**config.mk**
```make
export PLATFORM = sky130hd
export DESIGN_NAME = bus_bridge_txq
export DESIGN_NICKNAME = d
export VERILOG_FILES = /design/src/rtl/bus_bridge_pkg.sv /design/src/rtl/bus_bridge_txq_fifo.sv /design/src/rtl/bus_bridge_txq.sv
export SDC_FILE = /design/constraint.sdc
export NUM_CORES = 1
export LEC_CHECK = 0
export CORE_ASPECT_RATIO = 1.25
export CORE_MARGIN = 4
export CORE_UTILIZATION = 50
export DETAILED_ROUTE_END_ITERATION = 16
export PLACE_DENSITY = 0.72
export REMOVE_ABC_BUFFERS = 1
export SLEW_MARGIN = 20
export SYNTH_ARGS = -nofsm -noshare
export SYNTH_HDL_FRONTEND = slang
export SYNTH_SLANG_ARGS = --single-unit
export TNS_END_PERCENT = 30
```
**constraint.sdc**
```tcl
create_clock -name clk -period 6.3 [get_ports clk]
set_clock_uncertainty 0.2 [all_clocks]
set_input_delay 0.63 -clock clk [delete_from_list [all_inputs] [get_ports clk]]
set_output_delay 0.63 -clock clk [all_outputs]
set_load 0.005 [all_outputs]
```
**src/rtl/bus_bridge_pkg.sv**
```systemverilog
// Shared definitions for the bus-to-UART request bridge: FSM states,
// frame mode encoding and the UART frame width helper.
package bus_bridge_pkg;

  typedef enum logic [1:0] {
    ST_IDLE    = 2'd0,
    ST_SEND    = 2'd1,
    ST_WAIT_RD = 2'd2
  } state_t;

  localparam logic MODE_READ  = 1'b0;
  localparam logic MODE_WRITE = 1'b1;

  // UART frame layout is {addr, wdata, mode}
  function automatic int unsigned frame_width(input int unsigned aw, input int unsigned dw);
    return aw + dw + 1;
  endfunction

endpackage

```
**src/rtl/bus_bridge_txq_fifo.sv**
```systemverilog
// bridge_req_fifo: synchronous request queue with level output.
// DEPTH must be a power of two so the pointers wrap naturally.
module bridge_req_fifo #(
  parameter int WIDTH = 21,
  parameter int DEPTH = 4
) (
  input  logic                     clk,
  input  logic                     rstn,
  input  logic                     i_push,
  input  logic [WIDTH-1:0]         i_data,
  input  logic                     i_pop,
  output logic [WIDTH-1:0]         o_data,
  output logic                     o_full,
  output logic                     o_empty,
  output logic [$clog2(DEPTH):0]   o_level
);

  localparam int AW = $clog2(DEPTH);
  localparam int LW = AW + 1;

  logic [WIDTH-1:0] r_mem [DEPTH];
  logic [AW-1:0]    r_wr_ptr;
  logic [AW-1:0]    r_rd_ptr;
  logic [LW-1:0]    r_level;
  logic             w_push_ok;
  logic             w_pop_ok;

  // full is taken from the registered level, so a same-cycle pop never frees a slot
  assign o_full    = (r_level == LW'(DEPTH));
  assign o_empty   = (r_level == '0);
  assign w_push_ok = i_push & ~o_full;
  assign w_pop_ok  = i_pop & ~o_empty;
  assign o_data    = r_mem[r_rd_ptr];
  assign o_level   = r_level;

  // storage array; entries are only read after being written
  always_ff @(posedge clk) begin
    if (w_push_ok) r_mem[r_wr_ptr] <= i_data;
  end

  // pointers and level; simultaneous push/pop leaves the level unchanged
  always_ff @(posedge clk or negedge rstn) begin
    if (!rstn) begin
      r_wr_ptr <= '0;
      r_rd_ptr <= '0;
      r_level  <= '0;
    end else begin
      if (w_push_ok) r_wr_ptr <= r_wr_ptr + 1'b1;
      if (w_pop_ok)  r_rd_ptr <= r_rd_ptr + 1'b1;
      case ({w_push_ok, w_pop_ok})
        2'b10:   r_level <= r_level + 1'b1;
        2'b01:   r_level <= r_level - 1'b1;
        default: r_level <= r_level;
      endcase
    end
  end

endmodule

```
**src/rtl/bus_bridge_txq.sv**
```systemverilog
// bus_bridge_txq: queues slave-port read/write requests and ships them as
// UART frames; read responses come back as single UART RX bytes.
// Optional read timeout compiled in with `define BUS_BRIDGE_RD_TIMEOUT_EN.
module bus_bridge_txq
  import bus_bridge_pkg::*;
#(
  parameter int DATA_WIDTH = 8,
  parameter int ADDR_WIDTH = 12,
  parameter int FIFO_DEPTH = 4,
  parameter int RD_TIMEOUT = 65535
) (
  input  logic                                            clk,
  input  logic                                            rstn,
  input  logic                                            smemwen,
  input  logic                                            smemren,
  input  logic [ADDR_WIDTH-1:0]                           smemaddr,
  input  logic [DATA_WIDTH-1:0]                           smemwdata,
  output logic                                            req_ready,
  output logic [DATA_WIDTH-1:0]                           smemrdata,
  output logic                                            rvalid,
  output logic [frame_width(ADDR_WIDTH, DATA_WIDTH)-1:0]  u_din,
  output logic                                            u_en,
  input  logic                                            u_tx_busy,
  input  logic                                            u_rx_ready,
  input  logic [DATA_WIDTH-1:0]                           u_dout,
  output logic [$clog2(FIFO_DEPTH):0]                     fifo_level,
  output logic                                            rd_timeout
);

  localparam int unsigned FW = frame_width(ADDR_WIDTH, DATA_WIDTH);

  state_t              r_state;
  state_t              w_state_nxt;
  logic                r_busy_seen;
  logic                w_busy_seen_nxt;
  logic                r_is_rd;
  logic                w_is_rd_nxt;
  logic                w_push;
  logic                w_pop;
  logic                w_full;
  logic                w_empty;
  logic [FW-1:0]       w_entry;
  logic [FW-1:0]       w_head;
  logic                w_rvalid_nxt;
  logic                w_tmo_nxt;
  logic                w_rdata_ld;
  logic [DATA_WIDTH-1:0] w_rdata_nxt;
  logic                w_tmo_hit;

  // write wins over read when both strobes are high
  assign w_push    = smemwen | smemren;
  assign w_entry   = smemwen ? {smemaddr, smemwdata, MODE_WRITE}
                             : {smemaddr, DATA_WIDTH'(0), MODE_READ};
  assign req_ready = ~w_full;

  bridge_req_fifo #(
    .WIDTH (FW),
    .DEPTH (FIFO_DEPTH)
  ) u_fifo (
    .clk     (clk),
    .rstn    (rstn),
    .i_push  (w_push),
    .i_data  (w_entry),
    .i_pop   (w_pop),
    .o_data  (w_head),
    .o_full  (w_full),
    .o_empty (w_empty),
    .o_level (fifo_level)
  );

`ifdef BUS_BRIDGE_RD_TIMEOUT_EN
  localparam int unsigned TW = $clog2(RD_TIMEOUT + 1);
  logic [TW-1:0] r_tmo_cnt;

  // terminal cycle is the RD_TIMEOUT-th cycle spent in WAIT_RD
  assign w_tmo_hit = (r_tmo_cnt == TW'(RD_TIMEOUT - 1));

  // cycles waited for the current read response; idle at zero elsewhere
  always_ff @(posedge clk or negedge rstn) begin
    if (!rstn) begin
      r_tmo_cnt <= '0;
    end else if (r_state == ST_WAIT_RD && !u_rx_ready && !w_tmo_hit) begin
      r_tmo_cnt <= r_tmo_cnt + 1'b1;
    end else begin
      r_tmo_cnt <= '0;
    end
  end
`else
  // timeout compiled out: the condition can never be met
  assign w_tmo_hit = (RD_TIMEOUT < 0);
`endif

  // FSM state register
  always_ff @(posedge clk or negedge rstn) begin
    if (!rstn) begin
      r_state     <= ST_IDLE;
      r_busy_seen <= 1'b0;
      r_is_rd     <= 1'b0;
    end else begin
      r_state     <= w_state_nxt;
      r_busy_seen <= w_busy_seen_nxt;
      r_is_rd     <= w_is_rd_nxt;
    end
  end

  // next-state and pulse decode
  always_comb begin
    w_state_nxt     = r_state;
    w_busy_seen_nxt = r_busy_seen;
    w_is_rd_nxt     = r_is_rd;
    w_pop           = 1'b0;
    w_rvalid_nxt    = 1'b0;
    w_tmo_nxt       = 1'b0;
    w_rdata_ld      = 1'b0;
    w_rdata_nxt     = u_dout;
    unique case (r_state)
      ST_IDLE: begin
        if (!w_empty && !u_tx_busy) begin
          w_pop           = 1'b1;
          w_is_rd_nxt     = (w_head[0] == MODE_READ);
          w_busy_seen_nxt = 1'b0;
          w_state_nxt     = ST_SEND;
        end
      end
      ST_SEND: begin
        // transmission is over once busy has been seen rising and then falling
        if (u_tx_busy) begin
          w_busy_seen_nxt = 1'b1;
        end else if (r_busy_seen) begin
          w_state_nxt = r_is_rd ? ST_WAIT_RD : ST_IDLE;
        end
      end
      ST_WAIT_RD: begin
        if (u_rx_ready) begin
          w_rdata_ld   = 1'b1;
          w_rvalid_nxt = 1'b1;
          w_state_nxt  = ST_IDLE;
        end else if (w_tmo_hit) begin
          w_rdata_ld   = 1'b1;
          w_rdata_nxt  = '1;
          w_rvalid_nxt = 1'b1;
          w_tmo_nxt    = 1'b1;
          w_state_nxt  = ST_IDLE;
        end
      end
      default: w_state_nxt = ST_IDLE;
    endcase
  end

  // registered UART frame, start pulse and read-response outputs
  always_ff @(posedge clk or negedge rstn) begin
    if (!rstn) begin
      u_din      <= '0;
      u_en       <= 1'b0;
      rvalid     <= 1'b0;
      rd_timeout <= 1'b0;
      smemrdata  <= '0;
    end else begin
      u_en       <= w_pop;
      rvalid     <= w_rvalid_nxt;
      rd_timeout <= w_tmo_nxt;
      if (w_pop)      u_din     <= w_head;
      if (w_rdata_ld) smemrdata <= w_rdata_nxt;
    end
  end

endmodule

```
==> results of run 1 <==
==> sequential cells by signal, summed over array words and instances, names as in the netlist <==
| register | flops |
|---|---|
| u_fifo.r_wr_ptr | 2 |
| rvalid | 1 |
| smemrdata | 8 |
| u_fifo.o_level | 3 |
| r_busy_seen | 1 |
| r_is_rd | 1 |
| u_din | 21 |
| u_fifo.r_mem | 84 |
| u_en | 1 |
| u_fifo.r_rd_ptr | 2 |
| r_state | 2 |
==> worst max-delay path, cell delays in order <==
cell             delay [ps]
clkdlybuf4s50_1         730
nor2_1                   70
a21oi_1                 420
and2_1                  930
==> per-stage QoR <==
step                instance area, um^2  worst slack [ps]  utilization, %
global placement                   5715              2900           59.17
CTS                                6360              3248           65.84
finish                             6391              3323           66.17
global route                       6391              3122           66.17
floorplan                          4875              3723               -
detailed placement                 5715              2815           59.17
==> cells by family (layout without fill, tap and decap cells) <==
kind of cell	after synthesis	after routing	synth area share, %
flip-flops	126	126	72.08
multiplexers	52	52	18.75
AND/OR/NAND/NOR	25	25	3.180
buffers and inverters	18	113	2.474
adder cells (fa/ha/maj)	6	6	1.666
AO/OA/AOI/OAI	6	6	0.7066
XOR/XNOR	6	6	1.060
other	1	1	0.07565
==> placed cells by master, fill, tap and decap left out, types with 2 or more instances in the layout <==
cell              n
inv_1             9
mux2_4           18
xor2_1            2
xnor2_1           4
clkdlybuf4s50_1  67
nand2b_1          2
mux4_2           10
clkinvlp_4        3
ha_1              5
nor2_1            3
bufinv_16         3
clkbuf_16        19
mux2_2            8
clkinv_4          3
mux2_1            4
edfxtp_1         84
clkinv_2          2
a21oi_1           3
nand2_1           2
inv_4             2
dfrtp_1          42
mux4_1           11
and2_1           11
==> power by group <==
| part | total (uW) | leakage, uW | internal (uW) | switching (uW) |
|---|---|---|---|---|
| sequential | 1350 | 0.00129 | 1210 | 137 |
| combinational | 954 | 0.000851 | 582 | 372 |
| clock | 1020 | 0.000309 | 680 | 344 |
==> layout make-up <==
cell class              instances  area share (%)
clock buffers                  20           7.655
inverters                      10          0.6265
well taps                     126           2.467
repair buffers                 71           11.16
multi-input cells              96           19.75
clock inverters                12           2.428
flip-flops and latches        126           55.91
==> per-layer routing <==
metal / part of all wire [%] / up-vias / track usage, %
li1: - / 1091 / -
met3: 6.1 / 6 / 5.682
met1: 41 / 1166 / 16.94
met5: 0 / - / 0
met2: 52 / 71 / 24.22
met4: 0.84 / 0 / 6.058
==> cells in the mapped netlist (2+ instances only) <==
master,n
a21oi_1,3
and2_1,12
buf_1,2
buf_6,3
dfrtp_1,42
edfxtp_1,84
ha_1,5
inv_1,9
mux2_1,4
mux2_2,8
mux2_4,18
mux4_1,11
mux4_2,10
nand2_1,2
nand2b_1,2
nor2_1,3
xnor2_1,4
xor2_1,2
==> timing repair <==
item	CTS	global route
buffers inserted	0	0
hold buffers	0	1
resized for setup	0	0
endpoints found under the hold margin	0	14
==> final timing paths <==
path	depth (start not counted)	slack, ps	endpoint	start
min reg2reg	1	290	smemrdata[4]$_DFFE_PN0P_	smemrdata[4]$_DFFE_PN0P_
min in group asynchronous	2	490	u_fifo.r_wr_ptr[1]$_DFFE_PN0P_	rstn
min	1	290	smemrdata[4]$_DFFE_PN0P_	smemrdata[4]$_DFFE_PN0P_
max	4	3320	u_fifo.r_mem[0][9]$_DFFE_PP_	smemwen
max in group asynchronous	3	4920	u_din[6]$_DFFE_PN0N_	rstn
max reg2reg	9	3760	u_fifo.o_level[2]$_DFFE_PN0P_	r_state[1]$_DFFE_PN0P_
==> key figures, run 1 <==
Detailed routing
  – # DRC: 0
  – Wire length per cell: approximately 17 um
  – 1st-iter DRT viols: 120
  – Via/cell ratio: between 5 and 6
  – DRT antenna net count: 0
  – Pre-antenna DRT Iters: 4
  – Vias: about 2.3k
  – Final wirelength: 7.965 mm

Timing
  – Final setup violation count: 0
  – Max Fclk: between 300 and 400 MHz
  – RSZ-0062 raised after global routing: no
  – Pins over their slew limit: 0
  – Max-slew headroom: between 20 and 30%
  – Hold Fails Final Rpt: 0
  – Sum Neg Setup Slack: 0 ps
  – Worst slew pin tran: between 1000 and 1500 ps
  – Tcrit/Tclk final: about 47%
  – Fin crit period: ~3000 ps
  – Hold WS: between 200 and 300 ps

Final layout
  – Layout area overhead: 28.92%
  – NumNets Final: around 360
  – Post-Layout Cell Count: between 400 and 500
  – Fillers: between 600 and 700
  – Layout cells sized above 1: a little under a quarter
  – Area occupied by multi-input gates: between 1000 and 1500 um^2
  – Ant diodes: 0
  – FF+latch area: 3573 um^2

CTS
  – Total CTS buffers: 17
  – Root Buffer Master: clkbuf_16
  – CTS sink cnt: approximately 130
  – CTS tree: done
  – Clock latency at the later pin of the worst-skew pair: approximately 400 ps
  – CTS H-Tree Depth: 4
  – CTS clk-pin slew, worst paths: around 50 ps
  – Max Buffers Root-to-Sink: 2

Synthesis
  – Synth Flop Type: edfxtp_1
  – Register area share after synthesis: between 70 and 80%
  – Area leader, netlist: edfxtp_1
  – Yosys top cell area share: 50.88%
  – Yosys warnings: 0
  – Post-synth ARST share: between 30 and 40%
  – Mapped Cells: 240
  – Post-synth EDFFs: 84
  – Yosys reg bits: 126
  – Yosys cell types: 34
  – Largest cells by area after synthesis: edfxtp_1 (51%), dfrtp_1 (21%), mux4_1 (5.8%), mux2_4 (5.5%), mux4_2 (4.5%)
  – Syn Area/Cell: just over 20 um^2
  – Post-Synthesis Cell Area: around 5000 um^2

Status
  – Status: finished clean

Critical path
  – WS Path Type: input port to register
  – CP Max Fanout: 21
  – Crit path launch type: input port
  – WP data arrival: ~2800 ps
  – Worst setup EP type: register
  – Req. time, crit path: approximately 6100 ps

Placement
  – Detailed Place HPWL: between 4 and 5 mm
  – Placed Instances: 427
  – Placer Congestion: ~0.73
  – Port bufs: 68

Floorplanning
  – # IOs: 70
  – Die span in y: around 120 um
  – Initial core utilization: roughly half
  – Die area: 11,580 um^2
  – Die Wd: about 97 um
  – Row cnt: 40
  – CORE AREA: approximately 9700 um^2

Global route
  – Gr ovfl total: 0
  – Initial antenna violation count: 0
  – Number of global-route vias before repair: roughly 2.4k
  – GRT Total Usage: around 15%
  – Largest net degree at the start of global routing: 43
  – First-pass GRT wire length: between 10 and 15 mm

Power and ir drop
  – Pwr/cell area: approximately 520 nW/um^2
  – Power, Total: approximately 3300 uW
  – Pleak: 0.002447 uW
  – Max IR drop VDD: ~0.28 mV

Hold path
  – Hold Crit Class: register to register

Job
  – Max cap viols: 0
Note: power is estimated with default switching activity, not from simulation.
==> run 2, diff against run 1 <==
==> constraint.sdc (replaced) <==
create_clock -name clk -period 2.95 [get_ports clk]
set_clock_uncertainty 0.2 [all_clocks]
set_input_delay 0.295 -clock clk [delete_from_list [all_inputs] [get_ports clk]]
set_output_delay 0.295 -clock clk [all_outputs]
set_load 0.005 [all_outputs]
==> key figures, run 2 (synthesized netlist as in run 1, its figures left out) <==
Timing
  – RSZ-0062 raised after global routing: no
  – Sum Neg Setup Slack: 0 ps
  – Fin crit period: around 2200 ps
  – Max-slew headroom: about a third
  – Tcrit/Tclk final: 75.02%
  – Worst slew pin tran: about 1000 ps
  – Hold Fails Final Rpt: 0
  – Pins over their slew limit: 0
  – Max Fclk: around 450 MHz
  – Final setup violation count: 0

Power and ir drop
  – Pleak: around 0.0025 uW
  – Switching fraction of total power: between 20% and 30%
  – Max IR drop VDD: ~0.57 mV
  – Logic pwr share: 32.0%
  – Int Power: about 5000 uW
  – Clock power frac: between 20 and 30%
  – Switch Pwr: roughly 1800 uW
  – Flop pwr share: between 40% and 50%
  – Pwr/cell area: roughly 1100 nW/um^2

Floorplanning
  – Row cnt: 40
  – Die Wd: 97.06 um
  – Die area: around 12,000 um^2
  – CORE AREA: between 9000 and 10,000 um^2
  – Initial core utilization: between 50% and 60%
  – Die span in y: 119.3 um
  – # IOs: 70

Detailed routing
  – # DRC: 0
  – 1st-iter DRT viols: approximately 120
  – Pre-antenna DRT Iters: 4
  – Final wirelength: 8.620 mm
  – Wire length per cell: 18.34 um
  – Vias: roughly 2.5k
  – Via/cell ratio: about 5.2
  – DRT antenna net count: 0

Critical path
  – WP data arrival: roughly 2300 ps
  – WS Path Type: register to register
  – Req. time, crit path: 3070 ps
  – R2R Setup Slk: approximately 740 ps
  – Crit path launch type: register
  – Worst setup EP type: register
  – CP Max Fanout: 5

CTS
  – CTS tree: done
  – Clock latency at the later pin of the worst-skew pair: approximately 400 ps
  – Total CTS buffers: 17
  – CTS sink cnt: 126
  – Post_cts resized: 0
  – Max Buffers Root-to-Sink: 2
  – CTS H-Tree Depth: 4
  – Root Buffer Master: clkbuf_16
  – CTS clk-pin slew, worst paths: about 50 ps

Final layout
  – Most common cell after layout, fill and taps aside: edfxtp_1
  – Most frequent cells in the layout: edfxtp_1 (84), clkdlybuf4s50_1 (67), dfrtp_1 (42)
  – Layout cells sized above 1: a little under a quarter
  – NumNets Final: 371
  – Ant diodes: 0
  – Register with the most flip-flops: u_fifo.r_mem
  – Layout area overhead: 28.87%
  – Biggest regs: u_fifo.r_mem: 84 flops, u_din: 21 flops, smemrdata: 8 flops
  – Fin util: between 60 and 70%
  – Max reg flops: 84

Job
  – Max cap viols: 0

Placement
  – Detailed Place HPWL: 5.230 mm
  – Placer Congestion: just over 0.7
  – Port bufs: about 70

Global route
  – Gr ovfl total: 0
  – Largest net degree at the start of global routing: 43
  – Number of global-route vias before repair: ~2.7k
  – Initial antenna violation count: 0
  – First-pass GRT wire length: about 14 mm
  – GRT Total Usage: between 15 and 20%

Status
  – Status: finished clean

Hold path
  – Hold Crit Class: input port to register
-- run 2: path summary, 6_finish.rpt --
check | start | end | cells past startpoint
setup / recovery | r_state[1]$_DFFE_PN0P_ | u_fifo.o_level[2]$_DFFE_PN0P_ | 9
min in group asynchronous | rstn | u_din[14]$_DFFE_PN0N_ | 2
max in group asynchronous | rstn | smemrdata[6]$_DFFE_PN0P_ | 2
setup reg to reg | r_state[1]$_DFFE_PN0P_ | u_fifo.o_level[2]$_DFFE_PN0P_ | 9
hold / removal | u_dout[4] | smemrdata[4]$_DFFE_PN0P_ | 2
hold reg to reg | r_busy_seen$_DFFE_PN0P_ | r_busy_seen$_DFFE_PN0P_ | 1
-- run 2: per-stage QoR --
stage	cells	instance area [um^2]	setup WS [ps]	hold WS, ps	power, uW
2_1_floorplan	232	4875	621.0	-200.6	4082
3_3_place_gp	437	5816	438.6	275.7	5011
3_5_place_dp	437	5816	376.2	280.6	5096
4_1_cts	470	6389	733.4	278.6	7071
5_1_grt	470	6389	601.7	293.9	7342
6_report	470	6389	736.8	288.1	6975
-- run 2: power by group through the flow --
stage          combinational [uW]  sequential, uW  clock (uW)
3_3_place_gp                 2190            2820           0
2_1_floorplan                1170            2910           0
6_report                     2230            2820        1920
3_5_place_dp                 2250            2850           0
5_1_grt                      2400            2890        2050
4_1_cts                      2280            2830        1960
-- run 2: cell type report --
cell class              count  area (um^2)
clock buffers              27        535.5
clock inverters             5        27.53
fillers                   650         3271
inverters                  10        40.04
multi-input cells          96         1261
flip-flops and latches    126         3573
well taps                 126        157.7
repair buffers             80        793.3
-- run 2: critical path, cell delays in order (launching register included) --
cell and delay (ps):
dfrtp_1 410, nor3_2 310, nand2_4 120, inv_4 70, ha_1 170, inv_1 60
fa_1 370, xor2_1 150, nor2_1 120, xor2_1 170
-- run 2: routing by layer --
metal,wire length (um),GRT usage (%),vias up
li1,-,-,1118
met1,3420,17.15,1255
met2,4583,27.50,71
met3,496,6.620,10
met4,119,6.585,0
met5,0,0,-
-- run 2: what timing repair did --
action                    CTS  global route
hold buffers                1             0
buffers inserted            0             0
hold endpoints to repair   42             0
==> run 3, diff against run 2 <==
--- a/config.mk
+++ b/config.mk
@@ -7,9 +7,9 @@
 export LEC_CHECK = 0
 export CORE_ASPECT_RATIO = 1.25
 export CORE_MARGIN = 4
-export CORE_UTILIZATION = 50
+export CORE_UTILIZATION = 49
 export DETAILED_ROUTE_END_ITERATION = 16
-export PLACE_DENSITY = 0.72
+export PLACE_DENSITY = 0.74
 export REMOVE_ABC_BUFFERS = 1
 export SLEW_MARGIN = 20
 export SYNTH_ARGS = -nofsm -noshare
==> constraint.sdc (replaced) <==
create_clock -name clk -period 2 [get_ports clk]
set_clock_uncertainty 0.2 [all_clocks]
set_input_delay 0.2 -clock clk [delete_from_list [all_inputs] [get_ports clk]]
set_output_delay 0.2 -clock clk [all_outputs]
set_load 0.005 [all_outputs]
==> key figures, run 3 (synthesized netlist as in run 1, its figures left out) <==
Global route
  – GRT Total Usage: between 10% and 20%
  – First-pass GRT wire length: roughly 15 mm
  – Initial antenna violation count: 0
  – Number of global-route vias before repair: about 2.8k
  – GRT met2 Usage: around 30%
  – Largest net degree at the start of global routing: 23
  – Gr ovfl total: 0
  – Met1 usage: 18.38%
  – Met3 Use GR: between 5 and 6%
  – Grt peak-use layer: met2

CTS
  – CTS sink cnt: 126
  – Max Buffers Root-to-Sink: 2
  – Root Buffer Master: clkbuf_16
  – CTS H-Tree Depth: 4
  – CTS tree: done
  – CTS clk-pin slew, worst paths: ~50 ps
  – Total CTS buffers: 17
  – Clock latency at the later pin of the worst-skew pair: around 400 ps

Timing
  – Worst setup margin: -56.14 ps
  – Final setup violation count: 1
  – RSZ-0062 raised after global routing: yes
  – Max-slew headroom: about two thirds
  – Pins over their slew limit: 0
  – Hold Fails Final Rpt: 0
  – Fin crit period: approximately 2000 ps
  – Max Fclk: roughly 490 MHz
  – Tcrit/Tclk final: 102.8%
  – Worst slew pin tran: about 520 ps

Final layout
  – Layout cells sized above 1: a little over a quarter
  – Max reg flops: between 80 and 90
  – NumNets Final: between 300 and 400
  – Ant diodes: 0
  – Layout area overhead: 32.76%
  – Most frequent cells in the layout: edfxtp_1 (84), clkdlybuf4s50_1 (67), dfrtp_1 (41)
  – Biggest regs: u_fifo.r_mem: 84 flops, u_din: 21 flops, smemrdata: 8 flops
  – Fin util: between 60% and 70%
  – Register with the most flip-flops: u_fifo.r_mem
  – Most common cell after layout, fill and taps aside: edfxtp_1

Floorplanning
  – Die span in y: between 100 and 150 um
  – CORE AREA: 9759 um^2
  – # IOs: 70
  – Initial core utilization: around 50%
  – Die Wd: 97.97 um
  – Die area: between 10,000 and 15,000 um^2
  – Row cnt: 40

Power and ir drop
  – Int Power: ~8000 uW
  – Flop pwr share: about two fifths
  – Switch Pwr: 2757 uW
  – Pleak: ~0.0026 uW
  – Max IR drop VDD: approximately 0.81 mV
  – Logic pwr share: roughly 33%
  – Clock power frac: 28.5%
  – Switching fraction of total power: roughly a quarter
  – Pwr/cell area: 1639 nW/um^2

Detailed routing
  – Vias: 2,479
  – # DRC: 0
  – 1st-iter DRT viols: around 90
  – Pre-antenna DRT Iters: 5
  – DRT antenna net count: 0
  – Wire length per cell: approximately 19 um
  – Via/cell ratio: just over 5
  – Final wirelength: about 9 mm

Critical path
  – Crit path launch type: register
  – Crit-path slowest cell: dfrtp_2
  – Worst path cell trace: nor3_4 > nand2_4 > inv_4 > ha_4 > inv_2 > fa_2 > xor2_1 > nor2_1 > xor2_1
  – Worst setup EP type: register
  – Req. time, crit path: roughly 2100 ps
  – Worst path most repeated cell: xor2_1
  – CP max stage delay: around 440 ps
  – CP Max Fanout: 2
  – WS Path Type: register to register
  – WP data arrival: roughly 2200 ps

Job
  – Max cap viols: 0

Placement
  – Worst slack, placed: -363.6 ps
  – Placer Congestion: between 0.7 and 0.8
  – Port bufs: 68
  – Detailed Place HPWL: 5.596 mm

Status
  – Status: complete, but fails checks
  – Failing checks: negative setup slack

Hold path
  – Hold Crit Class: input port to asynchronous set/reset pin
[run 3: cell type report]
| cell class | instances | area [um^2] |
|---|---|---|
| Sequential cell | 126 | 3575 |
| Timing Repair Buffer | 92 | 920.9 |
| Inverter | 10 | 40.04 |
| Clock inverter | 7 | 110.1 |
| Fill cell | 680 | 3178 |
| Clock buffer | 25 | 495.5 |
| Multi-Input combinational cell | 96 | 1282 |
| Tap cell | 126 | 157.7 |
[run 3: repair_timing]
item / 4_1_cts / 5_1_grt
endpoints found under the setup margin: 2 / 23
hold buffers: 1 / 0
gates resized for setup: 5 / 1
setup buffers: 2 / 1
pin swaps: 5 / 5
endpoints found under the hold margin: 42 / 0
[run 3: path summary, 6_finish.rpt]
kind | slack (ps) | cells after the start | startpoint | to
max in group asynchronous | 980 | 3 | rstn | r_state[1]$_DFFE_PN0P_
worst max register to register | -60 | 9 | r_state[1]$_DFFE_PN0P_ | u_fifo.o_level[2]$_DFFE_PN0P_
worst max-delay path | -60 | 9 | r_state[1]$_DFFE_PN0P_ | u_fifo.o_level[2]$_DFFE_PN0P_
worst min-delay path | 110 | 2 | rstn | smemrdata[0]$_DFFE_PN0P_
min in group clk | 200 | 2 | u_dout[4] | smemrdata[4]$_DFFE_PN0P_
worst min register to register | 290 | 1 | smemrdata[4]$_DFFE_PN0P_ | smemrdata[4]$_DFFE_PN0P_
[run 3: critical path, delay by kind of cell, from the launching register on]
family / cells / cell delay (ps)
xor gates and xnor gates: 2 / 300
adders and majority gates: 2 / 440
DFF: 1 / 440
and+or+nand+nor: 3 / 500
buffers and inverters: 2 / 100
[run 3: stage by stage]
step	power [uW]	cell area (um^2)	hold slack, ps	setup TNS (ps)	std cells
floorplan	6021	4875	-295.6	-5189	232
global placement	7572	5921	-2.853	-6222	446
detailed placement	7678	5921	2.860	-10670	446
CTS	10910	6573	123.4	-17.01	481
global route	11350	6581	141.9	-575.0	482
finish	10790	6581	108.6	-56.14	482
[run 3: power groups by stage]
| stage | Sequential [uW] | Combinational [uW] | Clock [uW] |
|---|---|---|---|
| 6_report | 4170 | 3530 | 3080 |
| 2_1_floorplan | 4290 | 1730 | 0 |
| 3_3_place_gp | 4150 | 3420 | 0 |
| 4_1_cts | 4180 | 3590 | 3140 |
| 3_5_place_dp | 4190 | 3480 | 0 |
| 5_1_grt | 4270 | 3820 | 3260 |
[run 3: layer usage]
layer  vias to the layer above  share of wire, %
met5                         -                 0
met4                         0               1.8
met3                        15               5.6
met2                        81                55
met1                      1249                37
li1                       1134                 -
